`src/rtl/cache_block_responder.sv`:
```
// cache_block_responder: buffers cache block/word transfers between a cache and backing memory
module cache_block_responder #(
    parameter int BW_WORD_ADDR = 24,
    parameter int BW_BLOCK     = 4,
    parameter int FIFO_DEPTH   = 16
) (
    input  logic                    clock_i,
    input  logic                    reset_i,
    input  logic                    req_i,
    input  logic                    req_block_i,
    input  logic                    rw_i,
    input  logic [BW_WORD_ADDR-1:0] add_i,
    input  logic                    write_i,
    input  logic                    read_i,
    input  logic [31:0]             data_i,
    output logic                    ready_req_o,
    output logic                    ready_write_o,
    output logic                    ready_read_o,
    output logic [31:0]             data_o,
    output logic                    bk_req_o,
    output logic                    bk_rw_o,
    output logic [BW_WORD_ADDR-1:0] bk_add_o,
    output logic [31:0]             bk_data_o,
    input  logic                    bk_ready_i,
    input  logic                    bk_valid_i,
    input  logic [31:0]             bk_data_i
);
    localparam int AW = $clog2(FIFO_DEPTH);
    localparam int CW = BW_BLOCK + 1;

    typedef enum logic [1:0] {IDLE, WRITE, READ} state_t;

    state_t                  state, state_nx;
    logic [BW_WORD_ADDR-1:0] base;
    logic [CW-1:0]           len, accepted, issued, delivered;
    logic [AW:0]             count, outstanding;
    logic [AW-1:0]           wr_ptr, rd_ptr;
    logic [31:0]             fifo_mem [FIFO_DEPTH];
    logic [31:0]             head;
    logic                    empty, full, issue, wr_accept, rd_ret, rd_pop, push, pop, wr_done, rd_done;

    assign head          = fifo_mem[rd_ptr];
    assign empty         = count == '0;
    assign full          = count == (AW+1)'(FIFO_DEPTH);
    assign ready_req_o   = state == IDLE;
    assign ready_write_o = state == WRITE && accepted < len && !full;
    assign ready_read_o  = state == READ && !empty;
    assign data_o        = empty ? '0 : head;
    assign bk_req_o      = state == WRITE ? !empty
                         : state == READ && issued < len
                           && (AW+2)'(count) + (AW+2)'(outstanding) < (AW+2)'(FIFO_DEPTH);
    assign bk_rw_o       = state == WRITE;
    assign bk_add_o      = bk_req_o ? base + BW_WORD_ADDR'(issued) : '0;
    assign bk_data_o     = state == WRITE && !empty ? head : '0;
    assign issue         = bk_req_o & bk_ready_i;
    assign wr_accept     = write_i & ready_write_o;
    assign rd_ret        = state == READ && bk_valid_i && outstanding != '0;
    assign rd_pop        = read_i & ready_read_o;
    assign push          = wr_accept | rd_ret;
    assign pop           = (state == WRITE & issue) | rd_pop;
    assign wr_done       = state == WRITE && issue && issued == len - CW'(1);
    assign rd_done       = rd_pop && delivered == len - CW'(1);

    // state register
    always_ff @(posedge clock_i or posedge reset_i) begin
        if (reset_i) state <= IDLE;
        else         state <= state_nx;
    end

    // next state: capture command in IDLE, return once the last word is issued or delivered
    always_comb begin
        state_nx = state;
        if (state == IDLE && req_i) state_nx = rw_i ? WRITE : READ;
        else if (wr_done || rd_done) state_nx = IDLE;
    end

    // command capture and transfer progress counters
    always_ff @(posedge clock_i or posedge reset_i) begin
        if (reset_i) begin
            base        <= '0;
            len         <= '0;
            accepted    <= '0;
            issued      <= '0;
            delivered   <= '0;
            outstanding <= '0;
        end else if (state == IDLE) begin
            if (req_i) begin
                base        <= req_block_i ? {add_i[BW_WORD_ADDR-1:BW_BLOCK], {BW_BLOCK{1'b0}}} : add_i;
                len         <= req_block_i ? CW'(1 << BW_BLOCK) : CW'(1);
                accepted    <= '0;
                issued      <= '0;
                delivered   <= '0;
                outstanding <= '0;
            end
        end else begin
            if (wr_accept) accepted <= accepted + CW'(1);
            if (issue) issued <= issued + CW'(1);
            if (rd_pop) delivered <= delivered + CW'(1);
            outstanding <= outstanding + (AW+1)'(issue & (state == READ)) - (AW+1)'(rd_ret);
        end
    end

    // fifo pointers and occupancy; simultaneous push and pop leave the count unchanged
    always_ff @(posedge clock_i or posedge reset_i) begin
        if (reset_i) begin
            wr_ptr <= '0;
            rd_ptr <= '0;
            count  <= '0;
        end else begin
            if (push) wr_ptr <= wr_ptr + AW'(1);
            if (pop) rd_ptr <= rd_ptr + AW'(1);
            count <= count + (AW+1)'(push) - (AW+1)'(pop);
        end
    end

    // fifo storage; contents are don't-care while empty, so no reset is needed
    always_ff @(posedge clock_i) begin
        if (push) fifo_mem[wr_ptr] <= state == WRITE ? data_i : bk_data_i;
    end
endmodule
```
`config.mk`:
```
export PLATFORM = sky130hd
export DESIGN_NAME = cache_block_responder
export DESIGN_NICKNAME = d
export VERILOG_FILES = /design/src/rtl/cache_block_responder.sv
export SDC_FILE = /design/constraint.sdc
export NUM_CORES = 1
export LEC_CHECK = 0
export CAP_MARGIN = 40
export CELL_PAD_IN_SITES_DETAIL_PLACEMENT = 1
export CELL_PAD_IN_SITES_GLOBAL_PLACEMENT = 2
export CORE_MARGIN = 1
export CORE_UTILIZATION = 43
export CTS_CLUSTER_DIAMETER = 100
export CTS_CLUSTER_SIZE = 10
export DETAILED_ROUTE_END_ITERATION = 8
export PLACE_DENSITY_LB_ADDON = 0.1
export SKIP_CTS_REPAIR_TIMING = 1
export SYNTH_ARGS = -nofsm -noshare
export SYNTH_HDL_FRONTEND = slang
export SYNTH_SLANG_ARGS = --single-unit
```
`constraint.sdc`:
```
create_clock -name clock_i -period 9.5 [get_ports clock_i]
set_input_delay 1.9 -clock clock_i [delete_from_list [all_inputs] [get_ports clock_i]]
set_output_delay 1.9 -clock clock_i [all_outputs]
set_load 0.01 [all_outputs]
```
==> summary.txt, run 1 <==
Clock tree
  • CTS tree: yes
  • Latest clock arrival within the worst-skew pair: 590 ps
  • Clock slew at reported path FFs: 60 ps
  • CTS Sinks: 573
  • Htree depth: 3
  • Clock Path Buffers: 3
  • Cts bufs inserted: 67
  • CTS root buffer: clkbuf_16

Timing
  • Worst Tran Pin Value: 781.7 ps
  • Hold WS: 492.8 ps
  • Min Tclk post-route: approximately 5800 ps
  • Final setup viols: 0
  • Relative slew slack: 0.4788
  • Highest clock rate: 0.1737 GHz
  • Max-slew violation count: 0
  • Final Hold Fails: 0
  • Clock Skew: 21.58 ps
  • RSZ-0062 raised after global routing: no
  • Tcrit/Tclk final: 0.6061
  • Total negative slack: 0 ps

Placed design
  • Post-DP HPWL: between 30000 and 40000 um
  • Number of buffers inserted by port buffering: 189
  • GPL Wtd Cong: 0.7362
  • Dpl cell area: 26610 um^2

Final layout
  • Filler cells: 5042
  • Nets: ~1700
  • Most common cell after layout, fill and taps aside: edfxtp_1
  • Area Overhead vs Synth: 20.60%
  • Final Util: 0.5272
  • Most frequent cells in the layout: edfxtp_1, nand2_1, clkdlybuf4s50_1
  • ANT cells: 0
  • Design Area, Final: approximately 28000 um^2
  • Share of cells above drive strength 1: 0.1706

Power
  • Max VDD drop: about 0.21 mV
  • P_leak: 0.009757 uW
  • Tot Pwr: 8932 uW
  • Power Dens Cells: 313.6 nW/um^2

Routing
  • Routed len/inst: ~25 um
  • DRT Wirelength: around 60000 um
  • Post-route DRC: 0
  • Metal3 WL: 2457 um
  • DR vias/cell: approximately 5.7
  • First-pass DRT Iterations: 5
  • Iter 0 DRT Violations: 915
  • Met1 Wirelength: 25870 um
  • Post-DRT Antenna Nets: 0
  • Metal2 WL: 29570 um
  • Max layer used: met4
  • Via count: 13180

Global route
  • Initial antenna violation count: 1
  • GRT Total Usage: 0.2162
  • Global-route wire length before repair: 88980 um
  • Vias in the first global route: about 14000
  • Largest net degree at the start of global routing: a little under 90
  • Grt ovf: 0

Die
  • Die area: roughly 56000 um^2
  • Placement row count: 85
  • Core area: 54030 um^2
  • Chip width: 236.4 um
  • IO Pins: 190
  • Initial Utilization: 0.4372
  • Die span in y: 236.4 um

Synth
  • Ys async rst share: 0.1065
  • EDFF count, synth: 512
  • Syn Area/Cell: ~17 um^2
  • Yosys reg bits: about 570
  • Distinct cells, synth: 55
  • Seq/Total Area, Yosys: 0.7155
  • Ys flop type: edfxtp_1
  • Post-Synthesis Cells: 1377
  • Synthesized area: 23620 um^2
  • Net Count, Synth: 1509
  • Synth warnings: 0

Flow run
  • Max Cap Violations: 0

Run status
  • Status: complete, no violations

Setup path
  • WS Path Type: reg -> out
  • Arr. time, crit path: 3860 ps
  • Max Fanout on Critical Path: 17
  • WP data required: ~7600 ps
  • Startpoint types: flop
  • Crit. End Element: primary output

Hold path
  • Hold crit path type: reg -> reg
[power by group]
group	total [uW]	internal (uW)	switching [uW]
clock	2290	1330	957
combinational	3180	1430	1740
sequential	3470	3240	226
total	8930	6000	2930
[synthesized netlist by cell type, types with 3 or more instances]
cell        n  area [um^2]
a22oi_1    64        480.5
fa_1        3        60.06
o21ai_1     3        15.01
a21o_1      6        45.04
and4_1      5        43.79
buf_1       4        15.01
dfrtp_1    61         1526
buf_2      18        90.09
o31ai_1     3        22.52
nand3_1    18        90.09
nor2_1     35        131.4
or3_1       3        18.77
mux4_2    128         2883
a21oi_1    44        220.2
nor3b_1     5        37.54
a211oi_1    5        37.54
edfxtp_1  512        15370
xor2_1     25        219.0
and2_1      9        56.30
nor3_1      7        35.03
mux2i_1     3        30.03
clkbuf_1   44        165.2
o211ai_1    5        37.54
nand4_1     9        56.30
nor4_1      5        31.28
inv_1      28        105.1
or4_1       5        37.54
o21ai_0    25        125.1
nand2_1   212        795.8
nand2b_1    9        56.30
xnor2_1    10        87.58
ha_1       32        400.4
nand3b_1    3        22.52
[registers in the layout, indices dropped and copies added, names as in the netlist]
register and cells:
outstanding 5, delivered 5, rd_ptr 4, issued 5, base 24, state 2
len 2, count 5, fifo_mem 512, wr_ptr 4, accepted 5
[layout make-up]
class                   count  area [um^2]  area share
clock inverters             5        62.56    0.002196
inverters                  29        108.9    0.003821
well taps                 696        870.8     0.03057
multi-input cells         708         6452      0.2265
repair buffers            229         2270     0.07968
flip-flops and latches    573        16910      0.5936
clock buffers              86         1812     0.06360
[final timing paths]
| path | from | end | slack, ps | cells past startpoint |
|---|---|---|---|---|
| setup / recovery | count[3] | bk_data_o[27] | 3740 | 9 |
| hold / removal | base[4] | base[4] | 490 | 2 |
| setup reg to reg | state[1] | count[4] | 5600 | 14 |
| hold reg to reg | base[4] | base[4] | 490 | 2 |
| max in group asynchronous | reset_i | rd_ptr[1] | 7230 | 4 |
| min in group asynchronous | reset_i | accepted[1] | 1720 | 3 |
[per-layer routing]
layer  track usage  up-vias
li1              -     5860
met1        0.2958     6947
met2        0.3650      309
met3       0.03078       60
met4       0.05451        0
met5             0        -
[worst max-delay path, stage by stage, from the launching register on]
cell and delay (ps):
dfrtp_1 420, inv_1 100, ha_1 190, nor4b_2 510, buf_4 260, and3b_2 410, buf_4 340, a22oi_1 400
a21oi_1 120, clkdlybuf4s50_1 510
[per-stage QoR]
step | setup WS [ps] | cells
5_1_grt | 3566 | 2326
2_1_floorplan | 3457 | 1377
4_1_cts | 3701 | 2326
3_3_place_gp | 3999 | 2230
3_5_place_dp | 4364 | 2235
6_report | 3742 | 2326
[kinds of logic (layout without fill, tap and decap cells)]
group | count (synthesis) | in the layout | synth area share
AO/OA/AOI/OAI | 166 | 166 | 0.04614
XOR/XNOR | 35 | 35 | 0.01298
adder cells (fa/ha/maj) | 35 | 35 | 0.01949
buffers and inverters | 96 | 349 | 0.01653
flip-flops | 573 | 573 | 0.7155
multiplexers | 133 | 133 | 0.1243
AND/OR/NAND/NOR | 339 | 339 | 0.06505
Note: power is estimated with default switching activity, not from simulation.
==> inputs of run 2 (changes only) <==
clock period = 5.6 ns   (was 9.5 ns; I/O delays follow)
==> run 2 against run 1 <==
Effect of this change: final cell count increased by 0.26%; wire length is 1.6% lower; critical endpoint is now bk_data_o[4]; total power grew 70%; core utilization grew 0.12 points; global-route usage shrank 0.31 points; highest routed layer unchanged; sequential power up 70%; combinational power grew 70%.
==> summary.txt, run 2 (synthesis results as in run 1) <==
Die
  • Die span in y: 236.4 um (unchanged)
  • Die area: 55870 um^2 (unchanged)
  • Core area: 54030 um^2 (unchanged)
  • Initial Utilization: 0.4372 (unchanged)
  • Placement row count: 85 (unchanged)
  • IO Pins: 190 (unchanged)
  • Chip width: 236.4 um (unchanged)

Setup path
  • Crit path cell chain: inv_1 -> ha_1 -> nor4b_2 -> clkbuf_4 -> nor3b_2 -> buf_4 -> a22oi_1 -> a21oi_1 -> clkdlybuf4s50_1
  • Setup slack, reg-to-reg: 2000 ps (-3600 ps)
  • Startpoint types: flop
  • Crit. End Element: primary output
  • WP data required: 4480 ps (-3120 ps)
  • WS Path Type: reg -> out
  • Arr. time, crit path: 3840 ps (-20 ps)
  • Slowest library cell on the worst path: nor3b_2
  • Crit path largest cell delay: 730 ps (+220 ps)
  • Max Fanout on Critical Path: 24 (+7)

Clock tree
  • Clock Path Buffers: 3 (unchanged)
  • CTS tree: yes
  • CTS root buffer: clkbuf_16
  • CTS Sinks: 573 (unchanged)
  • Htree depth: 3 (unchanged)
  • Cts bufs inserted: 67 (unchanged)
  • Latest clock arrival within the worst-skew pair: 600 ps (about the same)
  • Clock slew at reported path FFs: 60 ps (about the same)

Global route
  • Initial antenna violation count: 1 (unchanged)
  • Vias in the first global route: 14090 (-0.98%)
  • GRT Total Usage: 0.2130 (-0.003146)
  • Largest net degree at the start of global routing: 55 (-38%)
  • Grt ovf: 0 (unchanged)
  • Global-route wire length before repair: 87690 um (-1.4%)

Timing
  • Final Hold Fails: 0 (unchanged)
  • Tcrit/Tclk final: 0.8849
  • Min Tclk post-route: 4955 ps
  • Total negative slack: 0 ps (unchanged)
  • Clock Skew: 22.04 ps (+0.4584 ps)
  • RSZ-0062 raised after global routing: no
  • Max-slew violation count: 0 (unchanged)
  • Final setup viols: 0 (unchanged)
  • Relative slew slack: 0.4067 (-0.07217)
  • Worst Tran Pin Value: 886.1 ps (+104.4 ps)
  • Highest clock rate: between 0.2 and 0.25 GHz
  • Hold WS: 491.8 ps (-0.9430 ps)

Placed design
  • GPL Wtd Cong: 0.7416 (+0.73%)
  • Post-DP HPWL: 35110 um (+0.51%)
  • Number of buffers inserted by port buffering: 189 (unchanged)

Power
  • Max VDD drop: 0.2579 mV (+23%)
  • P_leak: 0.009785 uW (+0.28%)
  • Power Dens Cells: 530.6 nW/um^2 (+69%)

Final layout
  • Most flops, register: fifo_mem
  • Most common cell after layout, fill and taps aside: edfxtp_1
  • Share of cells above drive strength 1: 0.1736 (+0.003042)
  • Area Overhead vs Synth: 20.87%
  • ANT cells: 0 (unchanged)
  • Most frequent cells in the layout: edfxtp_1, nand2_1, clkdlybuf4s50_1
  • Nets: 1746 (+0.34%)
  • Largest regs: fifo_mem (512), base (24)
  • Number of flip-flops in the largest register: 512 (unchanged)

Routing
  • Iter 0 DRT Violations: 976 (+6.7%)
  • Post-DRT Antenna Nets: 0 (unchanged)
  • Routed len/inst: 24.81 um (-1.8%)
  • First-pass DRT Iterations: 5 (unchanged)
  • DR vias/cell: 5.639 (-0.45%)
  • DRT Wirelength: 57850 um (-1.6%)
  • Post-route DRC: 0 (unchanged)
  • Via count: 13150 (-0.19%)

Run status
  • Status: complete, no violations

Hold path
  • Hold crit path type: reg -> reg

Flow run
  • Max Cap Violations: 0 (unchanged)
## run 2: cell type report
cell class | instances | area, um^2
clock buffer | 86 | 1812
clock inverter | 5 | 66.31
fill | 4985 | 25480
inverter | 29 | 108.9
multi-input combinational | 708 | 6446
sequential | 573 | 16910
tap | 696 | 870.8
timing repair buffer | 235 | 2336
## run 2: path summary, 6_finish.rpt
path / depth (start not counted) / from / to
setup / recovery: 9 / count[3] / bk_data_o[4]
hold / removal: 2 / base[4] / base[4]
setup reg to reg: 6 / state[1] / fifo_mem[13][6]
hold reg to reg: 2 / base[4] / base[4]
max in group asynchronous: 3 / reset_i / rd_ptr[1]
min in group asynchronous: 2 / reset_i / accepted[4]
## run 2: where the power goes
group | internal (uW) | total [uW] | switching [uW]
registers | 5500 | 5890 | 390
clock network | 2250 | 3860 | 1610
logic | 2450 | 5400 | 2950
total | 10200 | 15100 | 4950
## run 2: stage by stage
stage | cell area (um^2) | std cells | util | total power (uW) | setup slack [ps]
2_1_floorplan | 23620 | 1377 | - | 9130 | 337.2
3_3_place_gp | 26600 | 2237 | 0.4924 | 11320 | 1408
3_5_place_dp | 26660 | 2240 | 0.4935 | 11470 | 1326
4_1_cts | 28540 | 2331 | 0.5283 | 15370 | 660.3
5_1_grt | 28550 | 2332 | 0.5284 | 15930 | 468.1
6_report | 28550 | 2332 | 0.5284 | 15150 | 644.8
## run 2: worst max-delay path: cells and delay by family (launching register included)
| kind | cells | cell delay [ps] |
|---|---|---|
| flip-flops | 1 | 380 |
| buffers and inverters | 4 | 1380 |
| AO/OA/AOI/OAI | 2 | 380 |
| AND/OR/NAND/NOR | 2 | 890 |
| adder cells (fa/ha/maj) | 1 | 200 |
## run 2: routing by layer
| metal | GRT usage | up-vias | share of wire |
|---|---|---|---|
| li1 | - | 5873 | - |
| met1 | 0.2934 | 6903 | 0.44 |
| met2 | 0.3504 | 296 | 0.49 |
| met3 | 0.03230 | 79 | 0.041 |
| met4 | 0.06612 | 0 | 0.023 |
| met5 | 0 | - | 0 |
==> inputs of run 3 (changes only) <==
CELL_PAD_IN_SITES_DETAIL_PLACEMENT = unset   (was 1)
CELL_PAD_IN_SITES_GLOBAL_PLACEMENT = unset   (was 2)
GPL_ROUTABILITY_DRIVEN = 0   (was unset)
PLACE_DENSITY_LB_ADDON = unset   (was 0.1)
==> run 3 against run 2 <==
Effect of this change: die area stayed put; setup slack better by 190 ps; clock skew is 4.7 ps lower; sequential power hardly changed; critical path depth is 1 lower; global-route usage is 0.97 points lower; final cell count hardly changed; critical endpoint is now bk_data_o[1]; largest cell class unchanged.
==> summary.txt, run 3 (synthesis results as in run 1) <==
Run status
  • Status: complete, no violations

Die
  • IO Pins: 190 (unchanged)
  • Chip width: 236.4 um (unchanged)
  • Die area: 55870 um^2 (unchanged)
  • Initial Utilization: 0.4372 (unchanged)
  • Die span in y: 236.4 um (unchanged)
  • Core area: 54030 um^2 (unchanged)
  • Placement row count: 85 (unchanged)

Placed design
  • Number of buffers inserted by port buffering: 189 (unchanged)
  • Post-DP HPWL: 33510 um (-4.5%)

Setup path
  • Arr. time, crit path: 3640 ps (-200 ps)
  • WP data required: 4480 ps (about the same)
  • Max Fanout on Critical Path: 17 (-29%)
  • WS Path Type: reg -> out
  • Crit path cell chain: inv_1 -> ha_1 -> nor4b_2 -> and3b_2 -> buf_16 -> a22oi_1 -> a21oi_1 -> clkdlybuf4s50_1
  • Crit path largest cell delay: 690 ps (-40 ps)
  • Crit path buf inv count: 3 (-1)
  • Startpoint types: flop
  • Crit. End Element: primary output
  • Slowest library cell on the worst path: nor4b_2
  • Top Family by Delay on Critical Path: simple AND/OR/NAND/NOR gates

Routing
  • Via count: 13000 (-1.1%)
  • Iter 0 DRT Violations: 1059 (+8.5%)
  • Routed len/inst: 23.67 um (-4.6%)
  • Post-route DRC: 0 (unchanged)
  • First-pass DRT Iterations: 5 (unchanged)
  • DRT Wirelength: 55150 um (-4.7%)
  • DR vias/cell: 5.581 (-1.0%)
  • Post-DRT Antenna Nets: 0 (unchanged)

Timing
  • Worst Tran Pin Value: 833.5 ps (-52.55 ps)
  • Max-slew violation count: 0 (unchanged)
  • Relative slew slack: 0.4428 (+0.03617)
  • Final Hold Fails: 0 (unchanged)
  • Final setup viols: 0 (unchanged)
  • Tcrit/Tclk final: 0.8502 (-0.03469)
  • Clock Skew: 17.38 ps (-4.660 ps)
  • RSZ-0062 raised after global routing: no
  • Hold WS: 491.4 ps (-0.4270 ps)
  • Total negative slack: 0 ps (unchanged)
  • Min Tclk post-route: 4761 ps (-194.2 ps)
  • Highest clock rate: 0.2100 GHz (+4.1%)

Final layout
  • ANT cells: 0 (unchanged)
  • Most frequent cells in the layout: edfxtp_1, nand2_1, clkdlybuf4s50_1
  • Most flops, register: fifo_mem
  • Number of flip-flops in the largest register: 512 (unchanged)
  • Largest regs: fifo_mem (512), base (24)
  • Filler cells: 4317 (-13%)
  • Nets: 1747 (+0.057%)
  • Area Overhead vs Synth: 21.18%
  • Final Util: 0.5298 (+0.001366)
  • Share of cells above drive strength 1: 0.1744 (+0.0008245)
  • Most common cell after layout, fill and taps aside: edfxtp_1

Global route
  • Largest net degree at the start of global routing: 50 (-9.1%)
  • Vias in the first global route: 13640 (-3.2%)
  • Initial antenna violation count: 0 (-1)
  • Global-route wire length before repair: 84620 um (-3.5%)
  • GRT Total Usage: 0.2033 (-0.009737)
  • Grt ovf: 0 (unchanged)

Clock tree
  • Htree depth: 3 (unchanged)
  • CTS tree: yes
  • Latest clock arrival within the worst-skew pair: 600 ps (about the same)
  • CTS root buffer: clkbuf_16
  • CTS Sinks: 573 (unchanged)
  • Clock Path Buffers: 3 (unchanged)
  • Cts bufs inserted: 67 (unchanged)
  • Clock slew at reported path FFs: 60 ps (about the same)

Hold path
  • Hold crit path type: reg -> reg

Power
  • Max VDD drop: 0.2343 mV (-9.1%)
  • Power Dens Cells: 530.2 nW/um^2 (about the same)
  • P_leak: 0.009809 uW (+0.24%)

Flow run
  • Max Cap Violations: 0 (unchanged)
==> run 3: cell count changes in the layout (fill, tap and decap cells not counted), sizes merged <==
cell / change
clkbuf: -6
clkinv: +2
buf: +2
==> run 3: cell type report <==
| class | count | area, um^2 | share of cell area |
|---|---|---|---|
| clock inverters | 7 | 123.9 | 0.004328 |
| inverters | 29 | 108.9 | 0.003803 |
| well taps | 696 | 870.8 | 0.03042 |
| repair buffers | 236 | 2414 | 0.08432 |
| multi-input cells | 708 | 6446 | 0.2252 |
| clock buffers | 81 | 1750 | 0.06116 |
| flip-flops and latches | 573 | 16910 | 0.5907 |
==> run 3: stage by stage <==
step	setup WS [ps]	cells	area, um^2	total power (uW)
after CTS	826.6	2330	28620	15390
after global placement	1497	2238	26660	11390
after detailed placement	1499	2242	26750	11520
after floorplan	337.2	1377	23620	9130
final	839.1	2330	28620	15180
after global routing	642.4	2330	28620	15990
==> run 3: layer usage <==
layer  global-route usage  wire, um  share of wire  vias to the layer above
met5                    0         0              0                        -
met4              0.05647       841          0.015                        0
met3              0.02785      2444          0.044                       60
met2               0.3292     27210           0.49                      336
met1               0.2893     24660           0.45                     6749
li1                     -         -              -                     5858
==> run 3: worst paths after layout <==
check	from	endpoint	slack [ps]	depth (start not counted)
setup reg to reg	state[1]	fifo_mem[9][12]	2130	7
setup / recovery	count[3]	bk_data_o[1]	840	8
max in group asynchronous	reset_i	rd_ptr[1]	4230	3
hold / removal	base[4]	base[4]	490	2
min in group asynchronous	reset_i	base[13]	780	2
hold reg to reg	base[4]	base[4]	490	2
==> run 3: power breakdown <==
group	switching [uW]	leakage (uW)	total (uW)	internal (uW)
registers	367	0.00538	5870	5500
logic	2990	0.00352	5470	2480
clock network	1640	0.000907	3850	2210
==> run 3: worst min-delay path, stage by stage (launching register included) <==
cell and delay, ps:
dfrtp_1 350, nand2_1 50, nand2_1 60
